===== config.mk =====
export PLATFORM = sky130hd
export DESIGN_NAME = fpga_rst_sequencer
export DESIGN_NICKNAME = d
export VERILOG_FILES = /design/src/rtl/fpga_rst_seq_pkg.sv /design/src/rtl/fpga_rst_sequencer_debounce.sv /design/src/rtl/fpga_rst_sequencer.sv
export SDC_FILE = /design/constraint.sdc
export NUM_CORES = 1
export LEC_CHECK = 0
export BUFFER_PORTS_ARGS = -buffer_cell sky130_fd_sc_hd__buf_2
export CELL_PAD_IN_SITES_DETAIL_PLACEMENT = 2
export CELL_PAD_IN_SITES_GLOBAL_PLACEMENT = 2
export CORE_MARGIN = 1.5
export CORE_UTILIZATION = 40
export CTS_BUF_LIST = sky130_fd_sc_hd__clkbuf_4 sky130_fd_sc_hd__clkbuf_8
export DETAILED_ROUTE_END_ITERATION = 12
export PLACE_DENSITY_LB_ADDON = 0.25
export SYNTH_ARGS = -nofsm -noshare
export SYNTH_HDL_FRONTEND = slang
export SYNTH_SLANG_ARGS = --single-unit

===== constraint.sdc =====
create_clock -name SYSCLK -period 4.35 [get_ports SYSCLK]
set_input_delay 0.2175 -clock SYSCLK [delete_from_list [all_inputs] [get_ports SYSCLK]]
set_output_delay 0.2175 -clock SYSCLK [all_outputs]
set_load 0.01 [all_outputs]

===== src/rtl/fpga_rst_seq_pkg.sv =====
// Shared types and constants for the multi-domain reset sequencer.
// Cause bit positions and the sequencer state encoding live here.
package fpga_rst_seq_pkg;

    localparam int CAUSE_W      = 5;
    localparam int CAUSE_POR    = 0;
    localparam int CAUSE_BTN    = 1;
    localparam int CAUSE_SYSREQ = 2;
    localparam int CAUSE_LOCKUP = 3;
    localparam int CAUSE_WDOG   = 4;

    typedef enum logic [1:0] {
        ST_ASSERT  = 2'd0,
        ST_RELEASE = 2'd1,
        ST_RUN     = 2'd2
    } rst_state_e;

    function automatic int max3(input int a, input int b, input int c);
        int m;
        m = (a > b) ? a : b;
        return (m > c) ? m : c;
    endfunction

endpackage


===== src/rtl/fpga_rst_sequencer_debounce.sv =====
// Two-flop synchroniser and symmetric debounce filter for the board reset button.
// press_lvl is 1 while the (active-low) button is considered pressed.
module fpga_rst_debounce #(
    parameter int DEBOUNCE = 8,
    parameter int CNT_W    = $clog2(DEBOUNCE + 1)
) (
    input  logic SYSCLK,
    input  logic nRST,
    input  logic ck_rst,
    output logic press_lvl
);

    localparam logic [CNT_W-1:0] CNT_LAST = CNT_W'(DEBOUNCE - 1);

    logic             sync1_q;
    logic             sync2_q;
    logic             press_q;
    logic             press_d;
    logic [CNT_W-1:0] cnt_q;
    logic [CNT_W-1:0] cnt_d;

    // Count consecutive samples whose level disagrees with the current state.
    always_comb begin
        press_d = press_q;
        cnt_d   = '0;
        if (sync2_q == press_q) begin
            if (cnt_q >= CNT_LAST) begin
                press_d = ~press_q;
            end else begin
                cnt_d = cnt_q + 1'b1;
            end
        end
    end

    always_ff @(posedge SYSCLK) begin
        if (!nRST) begin
            sync1_q <= 1'b1;
            sync2_q <= 1'b1;
            press_q <= 1'b0;
            cnt_q   <= '0;
        end else begin
            sync1_q <= ck_rst;
            sync2_q <= sync1_q;
            press_q <= press_d;
            cnt_q   <= cnt_d;
        end
    end

    assign press_lvl = press_q;

endmodule


===== src/rtl/fpga_rst_sequencer.sv =====
// Multi-domain reset sequencer: holds all domains in reset, releases them in
// order with a fixed gap, and records which source caused the last reset.
module fpga_rst_sequencer
    import fpga_rst_seq_pkg::*;
#(
    parameter int NUM_CH      = 3,
    parameter int HOLD_CYCLES = 16,
    parameter int STAGE_GAP   = 4,
    parameter int DEBOUNCE    = 8,
    parameter int LOCKUP_EN   = 1
) (
    input  logic               SYSCLK,
    input  logic               nRST,
    input  logic               ck_rst,
    input  logic               SYSRESETREQ,
    input  logic               LOCKUP,
    input  logic               WDOG_RST,
    input  logic               CAUSE_CLR,
    output logic [NUM_CH-1:0]  nRST_OUT,
    output logic               RST_DONE,
    output logic [CAUSE_W-1:0] RST_CAUSE
);

    localparam int CNT_W = $clog2(max3(HOLD_CYCLES, STAGE_GAP, DEBOUNCE) + 1);
    localparam int CH_W  = (NUM_CH > 1) ? $clog2(NUM_CH) : 1;

    localparam logic [CNT_W-1:0] HOLD_LAST = CNT_W'(HOLD_CYCLES - 1);
    localparam logic [CNT_W-1:0] GAP_LAST  = CNT_W'(STAGE_GAP - 1);
    localparam logic [CH_W-1:0]  CH_PENULT = CH_W'(NUM_CH - 2);

    logic               press_lvl;
    logic               lockup_req;
    logic               req;
    logic [CAUSE_W-1:0] src;
    logic [CAUSE_W-1:0] src_prev_q;
    logic [CAUSE_W-1:0] src_prev_d;
    logic [CAUSE_W-1:0] cause_q;
    logic [CAUSE_W-1:0] cause_d;

    rst_state_e         state_q;
    logic [CNT_W-1:0]   cnt_q;
    logic [CH_W-1:0]    ch_q;
    logic [NUM_CH-1:0]  rst_out_q;
    logic               done_q;

    fpga_rst_debounce #(
        .DEBOUNCE (DEBOUNCE),
        .CNT_W    (CNT_W)
    ) u_debounce (
        .SYSCLK    (SYSCLK),
        .nRST      (nRST),
        .ck_rst    (ck_rst),
        .press_lvl (press_lvl)
    );

    assign lockup_req = (LOCKUP_EN != 0) && LOCKUP;

    always_comb begin
        src                = '0;
        src[CAUSE_BTN]     = press_lvl;
        src[CAUSE_SYSREQ]  = SYSRESETREQ;
        src[CAUSE_LOCKUP]  = lockup_req;
        src[CAUSE_WDOG]    = WDOG_RST;
        req                = |src;
        src_prev_d         = src;
        // A set on a rising request beats a simultaneous clear.
        cause_d            = (CAUSE_CLR ? '0 : cause_q) | (src & ~src_prev_q);
    end

    always_ff @(posedge SYSCLK) begin
        if (!nRST) begin
            src_prev_q <= '0;
            cause_q    <= CAUSE_W'(1) << CAUSE_POR;
        end else begin
            src_prev_q <= src_prev_d;
            cause_q    <= cause_d;
        end
    end

    always_ff @(posedge SYSCLK) begin
        if (!nRST || req) begin
            state_q   <= ST_ASSERT;
            cnt_q     <= '0;
            ch_q      <= '0;
            rst_out_q <= '0;
            done_q    <= 1'b0;
        end else begin
            case (state_q)
                ST_ASSERT: begin
                    if (cnt_q >= HOLD_LAST) begin
                        cnt_q     <= '0;
                        ch_q      <= '0;
                        rst_out_q <= NUM_CH'(1);
                        if (NUM_CH == 1) begin
                            state_q <= ST_RUN;
                            done_q  <= 1'b1;
                        end else begin
                            state_q <= ST_RELEASE;
                        end
                    end else begin
                        cnt_q <= cnt_q + 1'b1;
                    end
                end
                ST_RELEASE: begin
                    if (cnt_q >= GAP_LAST) begin
                        cnt_q     <= '0;
                        ch_q      <= ch_q + 1'b1;
                        rst_out_q <= (rst_out_q << 1) | NUM_CH'(1);
                        if (ch_q >= CH_PENULT) begin
                            state_q <= ST_RUN;
                            done_q  <= 1'b1;
                        end
                    end else begin
                        cnt_q <= cnt_q + 1'b1;
                    end
                end
                ST_RUN: begin
                    rst_out_q <= '1;
                    done_q    <= 1'b1;
                end
                default: begin
                    state_q   <= ST_ASSERT;
                    cnt_q     <= '0;
                    rst_out_q <= '0;
                    done_q    <= 1'b0;
                end
            endcase
        end
    end

    assign nRST_OUT  = rst_out_q;
    assign RST_DONE  = done_q;
    assign RST_CAUSE = cause_q;

endmodule

## After elaboration in Yosys (flattened, before gate mapping)

Index checks and enable logic that the tools add are counted.

- Memories: 0
- Bits of input ports: 7
- Bits in latches: 0
- Output and inout port bits: 9
- Memory bits (writable): 0
- Bits in read-only memories: 0
- Register bits: 31
- Word-level logic and storage cells: 61

- Bitwise gates (word level): 8
- Divide/modulo/power cells: 0
- Shift-type cells: 0
- Multipliers: 0
- Multiplexer cells: 17
- Equality and inequality tests: 6
- Order comparisons: 4
- $add $sub $neg: 3
- Reductions and logical operators: 11

Operators by type and width:

| cell | count |
|---|---|
| 5-bit 2-to-1 mux | 3 |
| 5-bit case mux with 3 select lines | 1 |
| 5-bit by 1-bit adder with 5-bit output, second input constant | 2 |
| 2-bit 2-to-1 mux | 5 |
| 3-bit case mux with 3 select lines | 1 |
| 3-bit 2-to-1 mux | 2 |
| 2-bit != test, second input constant | 3 |
| 2-bit case mux with 3 select lines | 1 |
| 3-bit AND reduction | 2 |
| 5-bit bitwise AND | 1 |
| 5-bit by 2-bit greater-or-equal comparator with 1-bit output, second input constant | 1 |
| 5-bit by 3-bit greater-or-equal comparator with 1-bit output, second input constant | 1 |
| 5-bit by 4-bit greater-or-equal comparator with 1-bit output, second input constant | 1 |
| 1-bit NOT | 5 |
| 5-bit NOT | 1 |
| 5-bit bitwise OR | 1 |
| 2-bit case mux with 2 select lines | 1 |
| 2-bit AND reduction | 2 |
| 4-bit AND reduction | 1 |
| 4-bit OR reduction | 1 |
| 1-bit case mux with 3 select lines | 1 |
| 3-bit OR reduction | 1 |
| 2-bit by 1-bit adder with 2-bit output, second input constant | 1 |
| 2-bit by 1-bit equality test with 1-bit output, second input constant | 1 |
| other kinds (8) | 9 |

## Longest topological paths before layout

- Depth after elaboration: 4
- Depth in mapped cells: 7
- Gate-level depth less buffers: 7

## Cells and area by module

Synthesis repeated with hierarchy kept, for this count alone.

- Cells, all modules: 141
- Area, all modules: 1386.3 um2

Modules (own cells, without submodules):

| module | instances | area an instance (um2) | cells an instance | seq. area each (um2) |
|---|---|---|---|---|
| fpga_rst_sequencer | 1 | 1113.6 | 115 | 440.4 |
| fpga_rst_debounce | 1 | 272.8 | 26 | 160.2 |

## Worst setup path after synthesis

OpenSTA, ideal clock, no wires.

- Kind: register -> register
- Start: reg cnt_q[0]
- End: reg cnt_q[4]
- Required time: 4.284 ns
- Period minus slack after synthesis: 2.052 ns
- Arrival time: 1.986 ns
- Library setup time: 0.066 ns
- Stages on the path, launching flop included: 8
- Slack: 2.298 ns
- Path buffers: 0
- Cell sequence: dfxtp_1 ha_1 and3_1 ha_1 or3b_4 a31o_4 a211o_1 a21oi_2

- Cells in the longest elaborated chain, start to end: 3
- Elaborated cells on any way between the ends: 6
- Classes of those cells: 1 x add/sub; 2 x order compare; 3 x mux

RTL lines:

| element | RTL line | text |
|---|---|---|
| start: declaration | fpga_rst_sequencer.sv:41 | `logic [CNT_W-1:0] cnt_q;` |
| start signal: assignment | fpga_rst_sequencer.sv:101 | `cnt_q <= cnt_q + 1'b1;` |
| start signal: assignment | fpga_rst_sequencer.sv:114 | `cnt_q <= cnt_q + 1'b1;` |
| 5-bit by 1-bit adder with 5-bit output (tied with other cells) | fpga_rst_sequencer.sv:101, fpga_rst_sequencer.sv:114 |  |
| 5-bit 2-to-1 mux, on equally long branches | fpga_rst_sequencer.sv:105, fpga_rst_sequencer.sv:90 |  |
| 5-bit case mux with 3 select lines * | fpga_rst_sequencer.sv:88 | `case (state_q)` |

Mark *: on every way between the ends. The rest lies on a longest branch, timed or not.
A chain may end at the register's enable or synchronous reset.

## Worst setup path in the final report

- Start: reg cnt_q[0]
- End: reg cnt_q[1]

The elaborated chain is that of the path after synthesis.

==> impl_metrics.py <==
metrics = {
    "pwr": {
        "clk_network_pwr_share_pct": 34.9,
        "irDropWorstVdd_uv": 147,
        "power_density_nw_per_um2": 309,
        "internal_power_uw": 365,
        "cellLeakagePower_uw": 0.000625,
        "power.combinational.fraction_pct": 4.8,
        "sequential_power_share_pct": 60.3,
        "sw_power_uw": 109,
        "swShare_pct": 23.0,
    },
    "routing": {
        "met3_wirelength_um": 99,
        "route.met2.wl_um": 1750,
        "finalWirelength_um": 3210,
        "ant_nets": 0,
        "drt_first_pass_iters": 4,
        "m1WireLength_um": 1280,
        "avgRoutedWirePerCell_um": 15.7,
        "drc": 0,
        "dr.first_iter.drc_count": 24,
        "route.top_layer_used": "met4",
        "drt-vias-per-instance": 5.40,
        "detailroute.via_count": 1108,
    },
    "logic_synthesis": {
        "post_synth_num_cell_types": 46,
        "synth-seq-cells": 30,
        "postSynthCellCount": 142,
        "synth-warning-count": 0,
        "ys_async_sr_fraction_pct": 0,
        "synth.cell_area_um2": 1370,
        "synth-edff-count": 0,
        "sequential_share_of_the_synthesized_area_pct": 43.9,
        "yosys_most_used_dff": "sky130_fd_sc_hd__dfxtp_1",
        "postSynthAreaPerCell_um2": 9.64,
    },
    "sta": {
        "min_period_over_period_pct": 52.7,
        "timing.final.crit_period_ns": 2.29,
        "setup_viol_count_final": 0,
        "timing.fmax_ghz": 0.436,
        "timing_hold_violations_final": 0,
        "slew_viol_final": 0,
        "setup_repair_after_global_routing_missed_its_margin": "no",
        "finalSetupTns_ns": 0,
        "clock-skew-final_ns": 0.0105,
    },
    "final_layout": {
        "num_antenna_cells": 0,
        "post-route-cell-area_um2": 1530,
        "area_growth_syn_to_layout_pct": 12.1,
        "final_layout_size_suffix_gt1_share_pct": 18.9,
        "finish.net_count": 175,
    },
    "worst_setup_path": {
        "critical_path_required_ns": 4.61,
        "cp-start-kind": "flop",
        "worst_ep_arrival_time_ns": 2.55,
        "crit_path_max_fanout": 8,
        "criticalPathCategory": "reg2reg",
        "worst-r2r-setup-slack_ns": 2.06,
        "setup.worst_path.end_class": "flop",
    },
    "placement": {
        "place_area_um2": 1480,
        "gp_congestion": 0.809,
        "dp.final_hpwl_um": 2370,
        "io_buffers": 15,
    },
    "hold_path": {
        "timing.hold.worst.class": "in2reg",
    },
    "die": {
        "dieArea_um2": 3780,
        "core.rowCount": 21,
        "die_width_um": 61.5,
        "start_util_pct": 41.3,
        "core-area_um2": 3310,
        "top_level_ports": 16,
        "die_h_um": 61.5,
    },
    "grt": {
        "antenna_found_initial": 0,
        "grt_pass1_wl_um": 5320,
        "first_global_vias": 1174,
        "globalRouteTotalUtil_pct": 19.9,
        "grt_overflow": 0,
        "grt_max_degree": 15,
    },
    "clock_network": {
        "clock_tree_from_tritoncts": "yes",
        "clk_pin_slew_worst_paths_ns": 0.09,
        "cts_hold_repair.buffers": 0,
        "clock_tree.root_cell": "sky130_fd_sc_hd__clkbuf_4",
        "post_cts.repair.setup_buffers": 0,
        "h_tree_depth": 2,
        "max-clock-path-buffers": 2,
        "cts.repair.resized": 0,
        "clock_latency_ns": 0.34,
        "numCtsBuffers": 5,
        "numClockSinks": 30,
    },
    "status": {
        "status": "completed",
    },
    "run": {
        "timing.max_cap.violations": 0,
    },
}
==> flip-flops by register name, indices dropped and copies added (netlist names) <==
register              count
u_debounce.sync1_q        1
nRST_OUT                  3
u_debounce.sync2_q        1
ch_q                      2
src_prev_q                4
u_debounce.press_lvl      1
state_q                   2
RST_CAUSE                 5
cnt_q                     5
RST_DONE                  1
u_debounce.cnt_q          5
==> per-layer routing <==
metal | vias to the layer above | GRT usage, %
li1 | 531 | -
met1 | 552 | 21.1
met2 | 16 | 35.0
met3 | 9 | 6.30
met4 | 0 | 10.0
met5 | - | 0
==> final timing paths <==
check	from	end	cells past startpoint
max	cnt_q[0]	cnt_q[1]	7
min	ck_rst	u_debounce.sync1_q	2
max reg2reg	cnt_q[0]	cnt_q[1]	7
min reg2reg	u_debounce.sync1_q	u_debounce.sync2_q	1
==> per-stage QoR <==
stage / utilization (%) / setup slack [ns] / instances / total power, uW / hold slack [ns]
after floorplan: - / 2.30 / 143 / 305 / 0.291
after global placement: 44.8 / 2.16 / 199 / 313 / 0.396
after detailed placement: 44.8 / 2.04 / 199 / 316 / 0.407
after CTS: 46.3 / 2.02 / 205 / 484 / 0.0680
after global routing: 46.3 / 1.83 / 205 / 498 / 0.0674
final: 46.3 / 2.06 / 205 / 474 / 0.0812
==> cell families (layout without fill, tap and decap cells) <==
family	count (synthesis)	in the layout	synth area share [%]
other	1	2	0.274
AO/OA/AOI/OAI	35	35	20.8
buffers and inverters	21	37	6.03
adder cells (fa/ha/maj)	8	8	7.31
flip-flops	30	30	43.9
multiplexers	2	2	1.46
XOR/XNOR	2	2	1.28
AND/OR/NAND/NOR	43	43	19.0
==> area by class of cell <==
cell class / count / area (um^2)
sequential: 30 / 601
clock buffer: 6 / 51.3
multi-input combinational: 92 / 689
inverter: 16 / 60.1
tap: 46 / 57.6
timing repair buffer: 15 / 75.1
fill: 375 / 1780
==> cell usage after synthesis, drive strengths merged, types with 3 or more instances <==
cell | n | share of area [%]
dfxtp | 30 | 44
inv | 16 | 4.4
a21oi | 10 | 3.9
nand2 | 9 | 2.5
and2 | 8 | 3.7
ha | 8 | 7.3
nor2 | 6 | 1.6
nand2b | 4 | 1.8
nor3 | 4 | 1.5
o22ai | 4 | 1.8
clkbuf | 3 | 0.91
nand3b | 3 | 1.6
==> critical path, cell delays in order (launching register included) <==
cell and delay [ns]:
sky130_fd_sc_hd__dfxtp_1 0.40, sky130_fd_sc_hd__ha_1 0.30, sky130_fd_sc_hd__and3_1 0.21, sky130_fd_sc_hd__ha_1 0.17, sky130_fd_sc_hd__or3b_4 0.42, sky130_fd_sc_hd__a31oi_2 0.41
sky130_fd_sc_hd__o211ai_1 0.17, sky130_fd_sc_hd__a21oi_1 0.15
==> layout by cell type, fill, tap and decap left out, types with 2 or more instances in the layout <==
cell type / instances
sky130_fd_sc_hd__clkbuf_4: 5
sky130_fd_sc_hd__conb_1: 2
sky130_fd_sc_hd__nor2_1: 6
sky130_fd_sc_hd__a311oi_1: 2
sky130_fd_sc_hd__nand2_1: 9
sky130_fd_sc_hd__mux2i_1: 2
sky130_fd_sc_hd__buf_2: 15
sky130_fd_sc_hd__nand3b_1: 3
sky130_fd_sc_hd__dfxtp_1: 30
sky130_fd_sc_hd__nor3_1: 4
sky130_fd_sc_hd__a21oi_1: 9
sky130_fd_sc_hd__nand2b_1: 4
sky130_fd_sc_hd__a211o_1: 2
sky130_fd_sc_hd__o22ai_1: 4
sky130_fd_sc_hd__o21ai_0: 2
sky130_fd_sc_hd__ha_1: 8
sky130_fd_sc_hd__inv_1: 16
sky130_fd_sc_hd__and2_1: 8
==> power groups by stage <==
stage          clock, uW  sequential (uW)  combinational [uW]
2_1_floorplan          0              293                11.6
3_3_place_gp           0              292                21.3
3_5_place_dp           0              293                23.3
4_1_cts              174              286                23.6
5_1_grt              185              287                26.3
6_report             165              286                22.9
Power figures use the tool's default switching activity.
